[config.mk]
export PLATFORM = sky130hd
export DESIGN_NAME = fp_mantissa_normalizer
export DESIGN_NICKNAME = d
export VERILOG_FILES = /design/src/rtl/fp_norm_pkg.sv /design/src/rtl/a10_leading_zero_counter.sv /design/src/rtl/fp_mantissa_normalizer.sv
export SDC_FILE = /design/constraint.sdc
export NUM_CORES = 1
export LEC_CHECK = 0
export ABC_AREA = 1
export ABC_CLOCK_PERIOD_IN_PS = 9300
export CAP_MARGIN = 20
export CORE_MARGIN = 2
export CORE_UTILIZATION = 60
export CTS_CLUSTER_DIAMETER = 200
export DETAILED_ROUTE_END_ITERATION = 7
export GPL_TIMING_DRIVEN = 1
export PLACE_DENSITY = 0.9
export SKIP_CTS_REPAIR_TIMING = 1
export SYNTH_ARGS = -nofsm -noshare
export SYNTH_HDL_FRONTEND = slang
export SYNTH_HIERARCHICAL = 1
export SYNTH_SLANG_ARGS = --single-unit
export TNS_END_PERCENT = 30
[constraint.sdc]
create_clock -name clk -period 9.3 [get_ports clk]
set_input_delay 1.86 -clock clk [delete_from_list [all_inputs] [get_ports clk]]
set_output_delay 1.86 -clock clk [all_outputs]
set_load 0.03 [all_outputs]
[src/rtl/fp_norm_pkg.sv]
// Shared types for the FP normalise/round/pack datapath.
// The flag struct travels from the normaliser into the rounding/pack stage.
package fp_norm_pkg;

    typedef struct packed {
        logic zero;   // input mantissa was all zero
        logic uflow;  // exponent ran out before the MSB reached the top
    } norm_flags_t;

    localparam norm_flags_t NORM_FLAGS_NONE = '{zero: 1'b0, uflow: 1'b0};

endpackage

[src/rtl/a10_leading_zero_counter.sv]
// Registered leading-zero counter: count_q = number of zeros above the highest set bit of din,
// or SIZE when din is all zero. One cycle of latency, no reset (consumer qualifies it).
module a10_leading_zero_counter #(
    parameter int SIZE = 48,
    parameter int CW   = $clog2(SIZE + 1)
) (
    input  logic            clk,
    input  logic [SIZE-1:0] din,
    output logic [CW-1:0]   count_q
);

    logic [CW-1:0] count_d;

    // Scanning upward lets the highest set bit overwrite any lower one.
    always_comb begin
        count_d = CW'(SIZE);
        for (int i = 0; i < SIZE; i++) begin
            if (din[i]) begin
                count_d = CW'(SIZE - 1 - i);
            end
        end
    end

    always_ff @(posedge clk) begin
        count_q <= count_d;
    end

endmodule

[src/rtl/fp_mantissa_normalizer.sv]
// Two-stage streaming mantissa normaliser: shifts the mantissa left until its MSB is set and
// lowers the biased exponent to match, flagging zero and subnormal (exponent-exhausted) results.
module fp_mantissa_normalizer
    import fp_norm_pkg::*;
#(
    parameter int MANT_W = 48,
    parameter int EXP_W  = 10
) (
    input  logic              clk,
    input  logic              rst,
    input  logic              in_valid,
    output logic              in_ready,
    input  logic              in_sign,
    input  logic [EXP_W-1:0]  in_exp,
    input  logic [MANT_W-1:0] in_mant,
    output logic              out_valid,
    input  logic              out_ready,
    output logic              out_sign,
    output logic [EXP_W-1:0]  out_exp,
    output logic [MANT_W-1:0] out_mant,
    output logic              out_zero,
    output logic              out_uflow
);

    localparam int CNT_W = $clog2(MANT_W + 1);
    localparam int DW    = ((EXP_W > CNT_W) ? EXP_W : CNT_W) + 1;
    localparam logic [CNT_W-1:0] CNT_ALL_ZERO = CNT_W'(MANT_W);

    logic              adv;

    logic              s1_valid_q, s1_valid_d;
    logic              s1_sign_q,  s1_sign_d;
    logic [EXP_W-1:0]  s1_exp_q,   s1_exp_d;
    logic [MANT_W-1:0] s1_mant_q,  s1_mant_d;

    logic              out_valid_q, out_valid_d;
    logic              out_sign_q,  out_sign_d;
    logic [EXP_W-1:0]  out_exp_q,   out_exp_d;
    logic [MANT_W-1:0] out_mant_q,  out_mant_d;
    norm_flags_t       flags_q,     flags_d;

    logic [MANT_W-1:0] lzc_din;
    logic [CNT_W-1:0]  lzc_q;

    logic [DW-1:0]     exp_ext, cnt_ext, exp_diff;
    logic              cnt_fits;
    logic [CNT_W-1:0]  shamt;
    logic              diff_unused;

    assign adv      = !out_valid_q || out_ready;
    assign in_ready = adv;

    // While stalled the counter re-counts the held stage-1 mantissa, so lzc_q always tracks s1_mant_q.
    assign lzc_din = adv ? in_mant : s1_mant_q;

    a10_leading_zero_counter #(
        .SIZE (MANT_W),
        .CW   (CNT_W)
    ) u_lzc (
        .clk     (clk),
        .din     (lzc_din),
        .count_q (lzc_q)
    );

    always_comb begin
        s1_valid_d = s1_valid_q;
        s1_sign_d  = s1_sign_q;
        s1_exp_d   = s1_exp_q;
        s1_mant_d  = s1_mant_q;
        if (adv) begin
            s1_valid_d = in_valid;
            s1_sign_d  = in_sign;
            s1_exp_d   = in_exp;
            s1_mant_d  = in_mant;
        end
    end

    // Widened so neither operand wraps; underflow limits the shift to the exponent itself,
    // which is then below the count and therefore fits in CNT_W bits.
    assign exp_ext     = DW'(s1_exp_q);
    assign cnt_ext     = DW'(lzc_q);
    assign exp_diff    = exp_ext - cnt_ext;
    assign cnt_fits    = (cnt_ext <= exp_ext);
    assign shamt       = cnt_fits ? lzc_q : exp_ext[CNT_W-1:0];
    assign diff_unused = ^exp_diff[DW-1:EXP_W];

    always_comb begin
        out_valid_d = out_valid_q;
        out_sign_d  = out_sign_q;
        out_exp_d   = out_exp_q;
        out_mant_d  = out_mant_q;
        flags_d     = flags_q;
        if (adv) begin
            out_valid_d = s1_valid_q;
            out_sign_d  = s1_sign_q;
            if (lzc_q == CNT_ALL_ZERO) begin
                out_mant_d    = '0;
                out_exp_d     = '0;
                flags_d       = NORM_FLAGS_NONE;
                flags_d.zero  = 1'b1;
            end else if (cnt_fits) begin
                out_mant_d = s1_mant_q << shamt;
                out_exp_d  = exp_diff[EXP_W-1:0];
                flags_d    = NORM_FLAGS_NONE;
            end else begin
                out_mant_d    = s1_mant_q << shamt;
                out_exp_d     = '0;
                flags_d       = NORM_FLAGS_NONE;
                flags_d.uflow = 1'b1;
            end
        end
    end

    always_ff @(posedge clk or posedge rst) begin
        if (rst) begin
            s1_valid_q  <= 1'b0;
            s1_sign_q   <= 1'b0;
            s1_exp_q    <= '0;
            s1_mant_q   <= '0;
            out_valid_q <= 1'b0;
            out_sign_q  <= 1'b0;
            out_exp_q   <= '0;
            out_mant_q  <= '0;
            flags_q     <= NORM_FLAGS_NONE;
        end else begin
            s1_valid_q  <= s1_valid_d;
            s1_sign_q   <= s1_sign_d;
            s1_exp_q    <= s1_exp_d;
            s1_mant_q   <= s1_mant_d;
            out_valid_q <= out_valid_d;
            out_sign_q  <= out_sign_d;
            out_exp_q   <= out_exp_d;
            out_mant_q  <= out_mant_d;
            flags_q     <= flags_d;
        end
    end

    assign out_valid = out_valid_q;
    assign out_sign  = out_sign_q;
    assign out_exp   = out_exp_q;
    assign out_mant  = out_mant_q;
    assign out_zero  = flags_q.zero;
    assign out_uflow = flags_q.uflow;

endmodule
==> results of run 1 <==
## registers in the layout, summed over array words and instances, names as in the netlist
signal and count:
out_mant 48, s1_mant_q 48, out_exp 10, s1_exp_q 10, u_lzc/count_q 6, out_sign 1, out_uflow 1, out_valid 1
out_zero 1, s1_sign_q 1, s1_valid_q 1
## area by class of cell
class,instances,area [um^2],share of cell area (%)
timing repair buffer,135,1330,12.4
multi-input combinational,1023,4790,45.0
tap,184,230,2.16
clock inverter,12,135,1.27
clock buffer,20,447,4.19
inverter,124,553,5.19
sequential,128,3170,29.8
## cells in the mapped netlist (all sizes together), types with 4 or more instances
cell    number  area (um^2)
dfrtp      122         3050
dfxtp        6          120
nand3      369         1860
nor4        11         68.8
or2          4         25.0
a21oi       15         82.6
inv        117          442
bufinv       6          105
clkbuf      30          113
nand4       11         75.1
nand2      463         1750
o21ai      101          547
nor3         5         25.0
ha           6         75.1
nor2        17         76.3
a22o         4         35.0
buf         47          253
## placed cells by master (no fill, tap or decap), types with 3 or more instances in the layout
cell type,n
nand2_1,457
nand3_1,367
clkdlybuf4s50_1,125
dfrtp_1,122
inv_1,109
o21ai_0,77
o21ai_1,18
clkbuf_16,17
nor2_1,13
a21oi_1,13
nor4_1,11
nand4_1,10
buf_4,10
inv_2,7
nand2_2,6
ha_1,6
bufinv_8,6
dfxtp_1,6
nor3_1,5
o21ai_4,4
a22o_1,4
clkinv_4,4
or2_2,3
xor2_1,3
clkinv_2,3
## routing by layer
| layer | track usage [%] | vias up |
|---|---|---|
| met1 | 52.2 | 4548 |
| met4 | 11.7 | 0 |
| li1 | - | 4621 |
| met5 | 0 | - |
| met3 | 6.33 | 65 |
| met2 | 53.0 | 639 |
## cell families after synthesis
family / after synthesis / synth area share [%]
buffers and inverters: 201 / 10.3
adder cells (fa/ha/maj): 7 / 1.07
XOR/XNOR: 3 / 0.297
AO/OA/AOI/OAI: 130 / 8.40
flip-flops: 128 / 35.8
AND/OR/NAND/NOR: 883 / 44.1
## tightest hold or removal path, cell delays in order, from the launching register on
cell	delay (ns)
dfrtp_1	0.32
inv_1	0.04
nand2_1	0.06
## power by group
part	switching (mW)	leakage [nW]	internal [mW]
Sequential	0.0927	1.52	0.711
Clock	0.259	0.285	0.403
Combinational	0.980	3.54	0.517
## how the worst max path moves through the flow
| stage | depth (start not counted) | endpoint | slack [ns] |
|---|---|---|---|
| 6_report | 5 | in_ready | 3.31 |
| 2_1_floorplan | 1 | out_exp[0]$_DFFE_PP0N_ | 4.20 |
| 3_5_place_dp | 52 | u_lzc/count_q[0]$_SDFF_PP0_ | 3.06 |
| 5_1_grt | 52 | u_lzc/count_q[0]$_SDFF_PP0_ | 2.89 |
| 4_1_cts | 5 | in_ready | 3.31 |
| 3_3_place_gp | 47 | u_lzc/count_q[0]$_SDFF_PP0_ | 3.14 |
==> metrics.cfg, run 1 <==
[floorplan]
num_rows = 44
core_area_um2 = 14500
ios = 126
dieWidth_um = 126
initial_core_util_pct = 61.2
die_y_um = 126
die_area_um2 = 15800

[synth]
ys_types = 45
ys_ff_latch = 128
async_reset_ff_share_pct = 95.3
yosys_warnings = 6
synthesis.nets = 1422
avgSynthCellArea_um2 = 6.55
syn_inst = 1352
synth_edf_count = 0
ys.flop_type = dfrtp_1
synth_area_um2 = 8860
ys_seq_area_share_pct = 35.8

[clocking]
clk_latency_ns = 0.43
cts_tree = yes
cts.sinks = 128
htreeDepth = 4
cts_max_path_buffers = 2
root_buffer = clkbuf_16
numCtsBuffers = 17
clkTransAtPathRegs_ns = 0.06

[cells_and_area]
final_cell_area_um2 = 10700
finalNetCount = 1499
drive_gt1_share_pct = 5.48
n_antenna_cell = 0
fin_util_pct = 73.6
syn_to_final_growth_pct = 20.2
nFillCells = 1140
instances_no_fill = 1626

[grt]
antenna_found_initial = 0
grt_pass1_wl_mm = 45.2
grt_pass1_vias = 8845
grt_use_total_pct = 35.4
grt_max_degree = 70
grt-ovfl-total = 0

[placed_design]
place_ws_ns = 3.06
placed_area_um2 = 10100
place.gp.congestion = 0.992
dp_cells = 1594
numPortBuffers = 125
hpwl_mm = 19.1

[routing]
drc = 0
top_layer = met4
viasPerCell = 6.07
ant_nets = 0
wl_met1_mm = 11.6
first_pass_iters = 7
finalWirelength_mm = 27.5
met2_length_mm = 12.1
drt-wirelength-per-cell_um = 16.9
drt_iter0_drc = 1643
wl_met3_mm = 3.06
route.vias.total = 9873

[critical_path]
crit_family = buffers and inverters
criticalPathCategory = input port to output port
path_cells = clkdlybuf4s50_1, nor2_4, buf_4, inv_2, clkdlybuf4s50_1
r2r_slack_ns = 4.91
path_max_fanout = 69
cp.required_ns = 7.44
rr_worst_depth = 52
cp_slowest_cell = clkdlybuf4s50_1
worstReg2RegEnd = u_lzc/count_q[0]$_SDFF_PP0_
max_stage_delay_ns = 0.73
cp_common_cell = clkdlybuf4s50_1
critPathArrivalTime_ns = 4.13
worstSetupEndpointType = output port
reg2reg_from = out_valid$_DFFE_PP0N_
critPathBufInv = 4
crit_start = out_ready
start_kind = input port

[timing]
setup_violations = 0
timing.fmax_mhz = 167
hold_slack_ns = 0.462
tns_ns = 0
finalHoldViolCount = 0
fin_worst_skew_ns = 0.00834
rsz0062_at_grt = no
post-route-min-period_ns = 5.99
fin_crit_sh_pct = 64.5
worst_slew_pin_slew_ns = 0.968
slew_headroom_pct = 35.3
setup_ws_ns = 3.31
slew_violations = 0

[min_path]
hp-class = register to register
hold_path_depth = 2
holdPathEnd = out_valid$_DFFE_PP0N_
hp-start = s1_valid_q$_DFFE_PP0N_

[pwr]
power.total_mw = 2.96
p_per_area_nw_per_um2 = 278
irDropWorstVdd_mv = 0.141
p_leak_nw = 5.34

[outcome]
outcome = completed

[flow_run]
max_cap_violations = 0

No activity file was read; power rests on OpenSTA's default activity.
==> run 2, diff against run 1 <==
--- a/config.mk
+++ b/config.mk
@@ -6,14 +6,14 @@
 export NUM_CORES = 1
 export LEC_CHECK = 0
 export ABC_AREA = 1
-export ABC_CLOCK_PERIOD_IN_PS = 9300
+export ABC_CLOCK_PERIOD_IN_PS = 5200
 export CAP_MARGIN = 20
 export CORE_MARGIN = 2
-export CORE_UTILIZATION = 60
+export CORE_UTILIZATION = 51
 export CTS_CLUSTER_DIAMETER = 200
 export DETAILED_ROUTE_END_ITERATION = 7
 export GPL_TIMING_DRIVEN = 1
-export PLACE_DENSITY = 0.9
+export PLACE_DENSITY = 0.81
 export SKIP_CTS_REPAIR_TIMING = 1
 export SYNTH_ARGS = -nofsm -noshare
 export SYNTH_HDL_FRONTEND = slang
==> constraint.sdc (replaced) <==
create_clock -name clk -period 5.2 [get_ports clk]
set_input_delay 1.04 -clock clk [delete_from_list [all_inputs] [get_ports clk]]
set_output_delay 1.04 -clock clk [all_outputs]
set_load 0.03 [all_outputs]
==> run 2 against run 1 <==
Against the previous run: sequential power is 79% higher; clock skew hardly changed; combinational power is 77% higher; critical path type unchanged; wire length is 2.0% lower; setup slack worse by 2.7 ns; critical path depth stayed put; die area is 17% higher; via count is 2.2% lower; largest cell class unchanged; utilization is 11 points lower.
==> metrics.cfg, run 2 (same netlist as run 1, synthesis figures left out) <==
[routing]
wl_met3_mm = 2.57  ; -16%
drc = 0  ; unchanged
first_pass_iters = 6  ; -1
wl_met1_mm = 11.9  ; +2.1%
met2_length_mm = 11.9  ; -1.8%
drt-wirelength-per-cell_um = 16.1  ; -4.6%
drt_iter0_drc = 1398  ; -15%
ant_nets = 0  ; unchanged
finalWirelength_mm = 26.9  ; -2.0%
top_layer = met4
route.vias.total = 9658  ; -2.2%
viasPerCell = 5.78  ; -4.8%

[critical_path]
max_stage_delay_ns = 0.82  ; +0.09 ns
path_max_fanout = 80  ; +16%
cp_slowest_cell = clkdlybuf4s50_1
reg2reg_from = s1_exp_q[0]$_DFFE_PP0N_
criticalPathCategory = input port to output port
critPathArrivalTime_ns = 3.52  ; -0.61 ns
path_cells = clkdlybuf4s50_1, nor2_4, inv_2, buf_4, clkdlybuf4s50_1
r2r_slack_ns = 1.20  ; -3.71 ns
worstSetupEndpointType = output port
cp_common_cell = clkdlybuf4s50_1
worstReg2RegEnd = out_mant[32]$_DFFE_PP0N_
start_kind = input port
rr_worst_depth = 20  ; -62%
setup.worst_path.end = in_ready
cp.required_ns = 4.16  ; -3.28 ns
crit_start = out_ready

[placed_design]
placed_area_um2 = 10200  ; +0.81%
numPortBuffers = 125  ; unchanged
place.gp.congestion = 0.959  ; -3.4%
dp_cells = 1638  ; +2.8%
hpwl_mm = 19.2  ; +0.69%

[min_path]
hp-class = register to register

[clocking]
numCtsBuffers = 17  ; unchanged
root_buffer = clkbuf_16
cts.sinks = 128  ; unchanged
htreeDepth = 4  ; unchanged
cts_tree = yes
clk_latency_ns = 0.42  ; about the same
clkTransAtPathRegs_ns = 0.06  ; about the same
cts_max_path_buffers = 2  ; unchanged

[cells_and_area]
multi_input_area_um2 = 4800  ; +0.16%
nFillCells = 1617  ; +42%
fin_util_pct = 63.0  ; -11 points
instances_no_fill = 1670  ; +2.7%
seq_area_um2 = 3170  ; unchanged
layout_common_cells = nand2_1 (457), nand3_1 (367), clkdlybuf4s50_1 (125)
drive_gt1_share_pct = 5.74  ; +0.27 points
final_cell_area_um2 = 10800  ; +1.3%
finalNetCount = 1502  ; +0.20%
syn_to_final_growth_pct = 21.8
n_antenna_cell = 0  ; unchanged
final_common_cell = nand2_1

[floorplan]
die_y_um = 136  ; +8.2%
die_area_um2 = 18400  ; +17%
core_area_um2 = 17100  ; +18%
num_rows = 48  ; +9.1%
dieWidth_um = 136  ; +8.2%
ios = 126  ; unchanged
initial_core_util_pct = 51.8  ; -9.4 points

[grt]
grt_use_total_pct = 30.0  ; -5.4 points
grt-ovfl-total = 0  ; unchanged
grt_pass1_wl_mm = 43.8  ; -3.2%
antenna_found_initial = 0  ; unchanged
grt_pass1_vias = 8580  ; -3.0%
grt_max_degree = 81  ; +16%

[pwr]
p_per_area_nw_per_um2 = 499  ; +80%
irDropWorstVdd_mv = 0.318  ; +130%
p_leak_nw = 5.38  ; +0.79%

[timing]
post-route-min-period_ns = 4.56
setup_violations = 0  ; unchanged
tns_ns = 0  ; unchanged
finalHoldViolCount = 0  ; unchanged
fin_crit_sh_pct = 87.7
slew_headroom_pct = 41.1  ; +5.8 points
hold_slack_ns = 0.452  ; -0.00962 ns
worst_slew_pin_slew_ns = 0.881  ; -0.0872 ns
fin_worst_skew_ns = 0.00851  ; +0.000168 ns
timing.fmax_mhz = 219
slew_violations = 0  ; unchanged
rsz0062_at_grt = no

[flow_run]
max_cap_violations = 0  ; unchanged

[outcome]
outcome = completed

## run 2: cell count changes in the layout (fill, tap and decap cells not counted), sizes merged
| cell | delta |
|---|---|
| clkinvlp | -1 |
| buf | +3 |
| inv | +1 |
| bufinv | +2 |
| clkbuf | -2 |
## run 2: stage by stage
stage / worst slack [ns] / power [mW]
floorplan: 0.917 / 3.16
global placement: 0.551 / 4.00
detailed placement: 0.498 / 4.05
CTS: 0.630 / 5.36
global route: 0.287 / 5.72
finish: 0.637 / 5.39
## run 2: layout make-up
cell class / count / share of cell area [%]
clock buffers: 18 / 3.98
inverters: 124 / 5.12
flip-flops and latches: 128 / 29.4
multi-input cells: 1023 / 44.5
well taps: 225 / 2.61
repair buffers: 138 / 12.5
clock inverters: 14 / 1.91
## run 2: how the worst min path moves through the flow
stage               slack (ns)  cells after the start                startpoint                       end
floorplan                 0.42                      2    s1_valid_q$_DFFE_PP0N_     out_valid$_DFFE_PP0N_
global placement          0.44                      2    s1_valid_q$_DFFE_PP0N_     out_valid$_DFFE_PP0N_
detailed placement        0.44                      2    s1_valid_q$_DFFE_PP0N_     out_valid$_DFFE_PP0N_
CTS                       0.46                      2    s1_valid_q$_DFFE_PP0N_     out_valid$_DFFE_PP0N_
global route              0.50                      2  out_mant[36]$_DFFE_PP0N_  out_mant[36]$_DFFE_PP0N_
finish                    0.45                      2    s1_valid_q$_DFFE_PP0N_     out_valid$_DFFE_PP0N_
## run 2: layer usage
layer | global-route usage [%] | vias up
li1 | - | 4634
met1 | 44.3 | 4460
met2 | 45.0 | 514
met3 | 5.85 | 50
met4 | 7.93 | 0
met5 | 0 | -
## run 2: worst max-delay path, delay by kind of cell
kind	cells	cell delay, ns
buf+inv	4	2.37
simple gates	1	0.07
## run 2: power breakdown
part           internal, mW  switching (mW)
clock                 0.812           0.481
sequential             1.27           0.169
combinational         0.930            1.72
==> run 3, diff against run 2 <==
--- a/config.mk
+++ b/config.mk
@@ -12,6 +12,7 @@
 export CORE_UTILIZATION = 51
 export CTS_CLUSTER_DIAMETER = 200
 export DETAILED_ROUTE_END_ITERATION = 7
+export GPL_ROUTABILITY_DRIVEN = 0
 export GPL_TIMING_DRIVEN = 1
 export PLACE_DENSITY = 0.81
 export SKIP_CTS_REPAIR_TIMING = 1
==> run 3 against run 2 <==
Against the previous run: global-route usage decreased by 0.65 points; sequential power about the same; largest power group unchanged; non-clock buffer count unchanged; combinational power about the same; sequential cell count unchanged; critical endpoint unchanged.
==> metrics.cfg, run 3 (same netlist as run 1, synthesis figures left out) <==
[outcome]
outcome = completed

[timing]
rsz0062_at_grt = no
tns_ns = 0  ; unchanged
finalHoldViolCount = 0  ; unchanged
post-route-min-period_ns = 4.59  ; +0.0254 ns
setup_violations = 0  ; unchanged
fin_crit_sh_pct = 88.2  ; +0.49 points
timing.fmax_mhz = 218  ; -0.55%
slew_headroom_pct = 28.5  ; -13 points
fin_worst_skew_ns = 0.0116  ; +0.00313 ns
worst_slew_pin_slew_ns = 1.07  ; +0.187 ns
slew_violations = 0  ; unchanged

[grt]
grt_pass1_vias = 8639  ; +0.69%
grt-ovfl-total = 0  ; unchanged
grt_pass1_wl_mm = 43.0  ; -1.9%
grt_use_total_pct = 29.3  ; -0.65 points
antenna_found_initial = 0  ; unchanged
grt_max_degree = 82  ; +1.2%

[floorplan]
die_area_um2 = 18400  ; unchanged
initial_core_util_pct = 51.8  ; unchanged
ios = 126  ; unchanged
num_rows = 48  ; unchanged
core_area_um2 = 17100  ; unchanged
die_y_um = 136  ; unchanged
dieWidth_um = 136  ; unchanged

[pwr]
p_comb_share_pct = 49.1  ; -0.2 points
p_leak_nw = 5.38  ; about the same
seqPwrFrac_pct = 26.6  ; about the same
p_clk_share_pct = 24.3  ; +0.3 points
irDropWorstVdd_mv = 0.328  ; +3.1%
switching_share_pct = 43.5  ; -0.55 points
power.total_mw = 5.41  ; +0.34%
p_per_area_nw_per_um2 = 500  ; about the same
internal-power_mw = 3.05  ; +1.3%
power.switching_mw = 2.35  ; -0.92%

[routing]
viasPerCell = 5.80  ; +0.32%
drc = 0  ; unchanged
drt_iter0_drc = 1613  ; +15%
ant_nets = 0  ; unchanged
drt-wirelength-per-cell_um = 15.9  ; -1.6%
route.vias.total = 9683  ; +0.26%
finalWirelength_mm = 26.5  ; -1.7%
first_pass_iters = 7  ; +1

[clocking]
numCtsBuffers = 17  ; unchanged
cts_max_path_buffers = 2  ; unchanged
cts_tree = yes
root_buffer = clkbuf_16
htreeDepth = 4  ; unchanged
clkTransAtPathRegs_ns = 0.06  ; about the same
clk_latency_ns = 0.43  ; about the same
cts.sinks = 128  ; unchanged

[critical_path]
critPathArrivalTime_ns = 3.55  ; +0.03 ns
crit_start = out_ready
path_max_fanout = 74  ; -7.5%
reg2reg_from = s1_exp_q[0]$_DFFE_PP0N_
cp.required_ns = 4.16  ; about the same
start_kind = input port
criticalPathCategory = input port to output port
worstSetupEndpointType = output port

[cells_and_area]
n_antenna_cell = 0  ; unchanged
layout_common_cells = nand2_1 (457), nand3_1 (367), clkdlybuf4s50_1 (125)
instances_no_fill = 1669  ; -0.060%
drive_gt1_share_pct = 5.68  ; -0.065 points
syn_to_final_growth_pct = 22.1
finalNetCount = 1502  ; unchanged
final_common_cell = nand2_1

[placed_design]
dp_cells = 1637  ; -0.061%
numPortBuffers = 125  ; unchanged
hpwl_mm = 18.6  ; -3.4%

[min_path]
hp-class = register to register
hp-start = s1_valid_q$_DFFE_PP0N_

[flow_run]
max_cap_violations = 0  ; unchanged

[run 3: changes by cell type in the layout (fill, tap and decap cells not counted), sizes merged]
cell      change
bufinv        +1
clkinv        -3
clkinvlp      +3
inv           -2
[run 3: worst paths after layout]
kind                                                 end  slack (ns)  depth (start not counted)
worst max-delay path                            in_ready        0.61                          5
worst min-delay path               out_valid$_DFFE_PP0N_        0.45                          2
worst max register to register  out_mant[32]$_DFFE_PP0N_        1.19                         20
worst min register to register     out_valid$_DFFE_PP0N_        0.45                          2
max in group asynchronous         s1_mant_q[6]$_DFF_PP0_        3.43                          3
min in group asynchronous         s1_valid_q$_DFFE_PP0N_        0.93                          2
[run 3: area by class of cell]
type | instances | area (um^2)
repair buffers | 138 | 1370
multi-input cells | 1023 | 4800
inverters | 124 | 553
fillers | 1515 | 6300
clock buffers | 18 | 429
well taps | 225 | 282
clock inverters | 13 | 213
flip-flops and latches | 128 | 3170
[run 3: stage by stage]
stage | area (um^2) | setup slack (ns) | utilization, % | hold WS, ns
after floorplan | 8860 | 0.917 | - | 0.420
after global placement | 10100 | 0.524 | 59.3 | 0.441
after detailed placement | 10100 | 0.455 | 59.3 | 0.443
after CTS | 10800 | 0.606 | 63.0 | 0.456
after global routing | 10800 | 0.0294 | 63.2 | 0.489
final | 10800 | 0.612 | 63.2 | 0.453
[run 3: routing by layer]
layer / track usage [%] / vias to the layer above / routed length, um
li1: - / 4631 / -
met1: 42.8 / 4396 / 11600
met2: 42.5 / 586 / 11300
met3: 6.82 / 70 / 2860
met4: 10.6 / 0 / 736
met5: 0 / - / 0
[run 3: power groups by stage]
| stage | Clock (mW) | Sequential (mW) | Combinational [mW] |
|---|---|---|---|
| after floorplan | 0 | 1.85 | 1.31 |
| after global placement | 0 | 1.45 | 2.55 |
| after detailed placement | 0 | 1.45 | 2.59 |
| after CTS | 1.32 | 1.44 | 2.60 |
| after global routing | 1.36 | 1.47 | 2.89 |
| final | 1.31 | 1.44 | 2.65 |
[run 3: critical path, stage by stage]
cell             delay (ns)
clkdlybuf4s50_1        0.51
nor2_4                 0.07
inv_2                  0.46
buf_4                  0.63
clkdlybuf4s50_1        0.79
